==> src/rtl/_arb_muxn_if.sv <==
// Handshake bundle for the arbitrated multiplexer.
//   in_valid  [m]    per-channel word present
//   in_data   [m*n]  channel i word at in_data[i*n +: n]
//   in_ready  [m]    one-hot (or zero) accept strobe back to the channels
//   out_valid        output register holds a word
//   out_data  [n]    held word
//   out_src   [SW]   channel index the held word came from
//   out_ready        consumer takes the held word this cycle
// master: the requesters/consumer side; slave: the multiplexer.
interface _arb_muxn_if #(
    parameter int n = 8,
    parameter int m = 4
);
    localparam int SW = $clog2(m);

    logic [m-1:0]   in_valid;
    logic [m*n-1:0] in_data;
    logic [m-1:0]   in_ready;
    logic           out_valid;
    logic [n-1:0]   out_data;
    logic [SW-1:0]  out_src;
    logic           out_ready;

    modport master (
        output in_valid, in_data, out_ready,
        input  in_ready, out_valid, out_data, out_src
    );

    modport slave (
        input  in_valid, in_data, out_ready,
        output in_ready, out_valid, out_data, out_src
    );
endinterface

==> src/rtl/_arb_muxn.sv <==
// m-input, n-bit arbitrated multiplexer with a one-deep registered output.
// Channels present words with in_valid; the arbiter picks one (round-robin
// for MODE 0, lowest index for MODE 1), strobes its in_ready and loads the
// word into the output register whenever that register is empty or being
// popped in the same cycle.
//   clk  clock, rising edge
//   rst  synchronous active-high reset
//   bus  _arb_muxn_if slave modport (channel inputs, output word, handshakes)
module _arb_muxn #(
    parameter int n    = 8,
    parameter int m    = 4,
    parameter int MODE = 0
) (
    input logic        clk,
    input logic        rst,
    _arb_muxn_if.slave bus
);
    localparam int SW = $clog2(m);

    logic          out_valid_q;
    logic [n-1:0]  out_data_q;
    logic [SW-1:0] out_src_q;
    logic [SW-1:0] ptr_q;

    logic [SW-1:0] ptr_eff;
    logic [SW-1:0] hi_idx;
    logic [SW-1:0] lo_idx;
    logic          hi_found;
    logic          lo_found;
    logic          any_valid;
    logic [SW-1:0] g;
    logic          load;
    logic          grant_ok;
    logic [n-1:0]  sel_data;

    assign load     = !out_valid_q || bus.out_ready;
    assign grant_ok = load && !rst && any_valid;

    // Round-robin split: the lowest requester at or above ptr wins; if there
    // is none, the lowest requester below ptr wins (the wrapped part of the scan).
    // Fixed priority is the same search with the pointer pinned at 0.
    always_comb begin
        ptr_eff  = (MODE == 0) ? ptr_q : '0;
        hi_found = 1'b0;
        lo_found = 1'b0;
        hi_idx   = '0;
        lo_idx   = '0;
        for (int i = m - 1; i >= 0; i--) begin
            if (bus.in_valid[i]) begin
                if (SW'(i) >= ptr_eff) begin
                    hi_found = 1'b1;
                    hi_idx   = SW'(i);
                end else begin
                    lo_found = 1'b1;
                    lo_idx   = SW'(i);
                end
            end
        end
        any_valid = hi_found || lo_found;
        g         = hi_found ? hi_idx : lo_idx;
    end

    // AND-OR select so data on non-granted channels (including X) never reaches the output.
    always_comb begin
        sel_data     = '0;
        bus.in_ready = '0;
        for (int i = 0; i < m; i++) begin
            if (g == SW'(i)) begin
                sel_data        = bus.in_data[i*n +: n];
                bus.in_ready[i] = grant_ok;
            end
        end
    end

    always_ff @(posedge clk) begin
        if (rst) begin
            out_valid_q <= 1'b0;
            out_data_q  <= '0;
            out_src_q   <= '0;
            ptr_q       <= '0;
        end else if (load) begin
            if (any_valid) begin
                out_valid_q <= 1'b1;
                out_data_q  <= sel_data;
                out_src_q   <= g;
                if (MODE == 0) begin
                    ptr_q <= (g == SW'(m - 1)) ? '0 : g + 1'b1;
                end
            end else begin
                out_valid_q <= 1'b0;
            end
        end
    end

    assign bus.out_valid = out_valid_q;
    assign bus.out_data  = out_data_q;
    assign bus.out_src   = out_src_q;
endmodule

==> src/flat_wrapper.sv <==
// flat-port wrapper written by rule: the top's interface ports become plain ports
module _arb_muxn_flat 
#(
    parameter int n    = 8,
    parameter int m    = 4,
    parameter int MODE = 0
)
  (clk, rst, bus_in_valid, bus_in_data, bus_out_ready, bus_in_ready, bus_out_valid, bus_out_data, bus_out_src);
  _arb_muxn_if #(.n(n), .m(m)) bus_i ();
  input logic clk;
  input logic rst;
  input wire logic [$bits(bus_i.in_valid)-1:0] bus_in_valid;
  input wire logic [$bits(bus_i.in_data)-1:0] bus_in_data;
  input wire logic [$bits(bus_i.out_ready)-1:0] bus_out_ready;
  output wire logic [$bits(bus_i.in_ready)-1:0] bus_in_ready;
  output wire logic [$bits(bus_i.out_valid)-1:0] bus_out_valid;
  output wire logic [$bits(bus_i.out_data)-1:0] bus_out_data;
  output wire logic [$bits(bus_i.out_src)-1:0] bus_out_src;
  assign bus_i.in_valid = bus_in_valid;
  assign bus_i.in_data = bus_in_data;
  assign bus_i.out_ready = bus_out_ready;
  assign bus_in_ready = bus_i.in_ready;
  assign bus_out_valid = bus_i.out_valid;
  assign bus_out_data = bus_i.out_data;
  assign bus_out_src = bus_i.out_src;
  _arb_muxn #(.n(n), .m(m), .MODE(MODE)) u_core (.clk(clk), .rst(rst), .bus(bus_i));
endmodule
==> config.mk <==
export PLATFORM = sky130hd
export DESIGN_NAME = _arb_muxn_flat
export DESIGN_NICKNAME = d
export VERILOG_FILES = /design/src/rtl/_arb_muxn_if.sv /design/src/rtl/_arb_muxn.sv /design/src/flat_wrapper.sv
export SDC_FILE = /design/constraint.sdc
export NUM_CORES = 1
export LEC_CHECK = 0
export CORE_MARGIN = 1
export CORE_UTILIZATION = 41
export DETAILED_ROUTE_END_ITERATION = 10
export PLACE_DENSITY = 0.82
export REMOVE_ABC_BUFFERS = 1
export SYNTH_ARGS = -nofsm -noshare
export SYNTH_HDL_FRONTEND = slang
export SYNTH_SLANG_ARGS = --single-unit
==> constraint.sdc <==
create_clock -name clk -period 3.1 [get_ports clk]
set_input_delay 0.31 -clock clk [delete_from_list [all_inputs] [get_ports clk]]
set_output_delay 0.31 -clock clk [all_outputs]
set_load 0.02 [all_outputs]
==> out/results.ini, run 1 <==
[status]
run_status=finished clean

[clock_tree]
post-cts-setup-buffer-count=0
worst_skew_pair.late_latency_ns=0.28
cts_tree=done
cts_buffers=3
clkSinkCount=13
cts_resized=0
max-clock-path-buffers=2
htree_levels=1
clk_pin_slew_worst_paths_ns=0.08
hold_buffers=0
ctsRootBufferMaster=clkbuf_4

[final_layout]
synthToLayoutAreaGrowth_pct=56.6
antenna_cells=0
finalNonFillerCells=195
combined_area_of_the_multi_input_logic_cells_um2=624
nNetsFinal=211
layout_commonest_cell=clkdlybuf4s50_1
post-route-cell-area_mm2=0.00155
final_cell_mix=53 x clkdlybuf4s50_1, 13 x nor2_1, 13 x dfxtp_1
area.sequential_um2=260
final_layout_size_suffix_gt1_share_pct=15.0
fillerInstances=192

[die]
floorplan.initialDensity_pct=44.0
die_area_mm2=0.00262
core_mm2=0.00225
die_span_in_y_um=51.2
floorplan.io_pins=54
die_width_um=51.2
placementRows=17

[routing]
routed-via-count=1030
average_routed_wire_per_standard_cell_um=13.4
detail_route.first_pass.iterations=4
detailedRoute.firstIterationViolations=20
antenna_violating_nets_post_route=0
remaining_drc_errors=0
vias_per_cell=5.28
totalWireLength_mm=2.62

[logic_synthesis]
yosys_warnings=0
register_area_share_after_synthesis_pct=26.3
synth.area.mux_share_pct=0
synth.lib_cells_used.distinct=28
synth_largest_type_area_fraction_pct=26.3
main_combinational_cell_family_by_area_after_synthesis=simple AND/OR/NAND/NOR gates
synth_area_leader_cell=dfxtp_1
yosys.area_share.xor_xnor_pct=0
synth.top_cells.by_area=dfxtp_1 26%, a211oi_2 10%, a221oi_1 7.1%
synthesis.instances=114
ys_seq_elements=13
synth_area_per_cell_um2=8.69
post_synth_and_or_nand_nor_area_fraction_pct=31.7
synth-compound-area-share_pct=26.3
syn-cell-area_um2=991
synthAdderAreaFrac_pct=5.05

[global_routing]
grt_usage_pct=21.3
grt_overflow_total=0
antenna_found_initial=0
grt_pass1_wl_mm=4.17
grt_max_degree=17
via_count_of_the_first_global_routing_pass=962

[worst_setup_path]
crit_path_max_fanout=4
timing.critical_path.to_type=output pin
reg2regPathDepth=8
critPathSlowestCell=clkdlybuf4s50_1
worst_ep_arrival_time_ns=2.62
setup.worst_path.class=in -> out
critPathRequiredTime_ns=2.79
worst_setup_path_start_kind=input port
max_stage_delay_ns=0.56
timing.critical_path.mode_cell=clkdlybuf4s50_1
path_cells=clkdlybuf4s50_1 -> nand2b_1 -> a21oi_1 -> o32ai_1 -> inv_1 -> ha_1 -> and2_1 -> clkdlybuf4s50_1

[placement]
dp_cells=191
placed_cell_area_mm2=0.00153
hpwl_mm=2.02
rd_place_congestion=0.798
port_buffers=53

[sta]
grt_setup_unrepaired=no
worst-slew-pin-transition_ns=0.794
timing.final.crit_share_pct=94.6
final.min_clock_period_ns=2.93
hold_viol_final=0
totalNegativeSetupSlack_ns=0
max_slew_margin_pct=46.8
fin_skew_ns=0.000759
drv_slew=0
final_setup_violation_count=0
timing.fmax_mhz=341

[hold_path]
min_path_type=reg -> reg
worst_hold_path.num_cells=2

[power_and_ir_drop]
p_clk_share_pct=15.8
internal_power_uw=429
switching_share_pct=37.0
p_switching_uw=251
vdd_ir_drop_max_mv=0.238
pwr-share-comb_pct=53.6
total_leakage_power_nw=0.599
powerDensity_mw_per_mm2=438
sequential_fraction_of_design_power_pct=30.6

[run]
maxCapViolations=0

## through the flow
stage | setup slack, ns | utilization, % | power, mW | hold slack (ns)
finish | 0.168 | 68.8 | 0.680 | 0.507
global route | 0.00923 | 68.8 | 0.723 | 0.520
CTS | 0.170 | 68.8 | 0.681 | 0.508
detailed placement | 0.170 | 67.6 | 0.576 | 0.492
global placement | 0.261 | 67.6 | 0.566 | 0.481
floorplan | 1.11 | - | 0.420 | 0.375
## Yosys cell counts
cell type   n
a211oi_1    1
a211oi_2    8
a21o_1      1
a21oi_1    10
a221oi_1    8
and2_1      4
buf_1       2
buf_12      1
buf_2       2
buf_4       2
buf_6       1
clkbuf_2    1
dfxtp_1    13
ha_1        4
inv_1      10
nand2_1     2
nand2b_1    1
nand3b_1    9
nor2_1     13
nor2b_1     5
nor3_1      1
nor3_2      7
nor3b_1     3
nor4_4      1
o22a_1      1
o31ai_1     1
o32ai_1     1
or2_4       1
## sequential cells by signal, summed over array words and instances, names as in the netlist
register              flops
u_core.bus.out_data       8
u_core.bus.out_src        2
u_core.ptr_eff            2
u_core.bus.out_valid      1
## path summary, 6_finish.rpt
kind	from	endpoint	slack, ns
worst max-delay path	bus_in_valid[1]	bus_in_ready[3]	0.17
worst min-delay path	u_core.bus.out_data[2]	u_core.bus.out_data[2]	0.51
worst max register to register	u_core.ptr_eff[1]	u_core.bus.out_data[6]	0.85
worst min register to register	u_core.bus.out_data[2]	u_core.bus.out_data[2]	0.51
## cell type report
class / instances / share of cell area, %
clock buffer: 4 / 1.69
inverter: 10 / 2.42
multi-input combinational: 82 / 40.2
sequential: 13 / 16.8
tap: 28 / 2.26
timing repair buffer: 58 / 36.6
## power groups by stage
| stage | Sequential (mW) | Clock [mW] | Combinational, mW |
|---|---|---|---|
| after floorplan | 0.237 | 0 | 0.183 |
| after global placement | 0.210 | 0 | 0.356 |
| after detailed placement | 0.212 | 0 | 0.364 |
| after CTS | 0.208 | 0.108 | 0.366 |
| after global routing | 0.211 | 0.114 | 0.398 |
| final | 0.208 | 0.107 | 0.365 |
## cells by family (layout without fill, tap and decap cells)
family | count (synthesis) | count (layout)
buf+inv | 19 | 72
fa+ha+maj | 4 | 4
flops | 13 | 13
compound gates | 31 | 31
simple gates | 47 | 47
## per-layer routing
metal / GRT usage (%) / wire length, µm
met5: 0 / 0
met2: 37.5 / 1230
met4: 8.33 / 42
met1: 25.9 / 1180
met3: 2.98 / 174
## worst max-delay path: cells and delay by family
kind | cells | cell delay (ns)
AND/OR/NAND/NOR | 2 | 0.29
AO/OA/AOI/OAI | 2 | 0.58
adder cells (fa/ha/maj) | 1 | 0.22
buffers and inverters | 3 | 1.22
Note: power is estimated with default switching activity, not from simulation.
==> run 2, diff against run 1 <==
Settings changed: SKIP_LAST_GASP from default to 1.
==> results of run 2 <==
The final DEF is identical to that of run 1; final timing and power are the same.
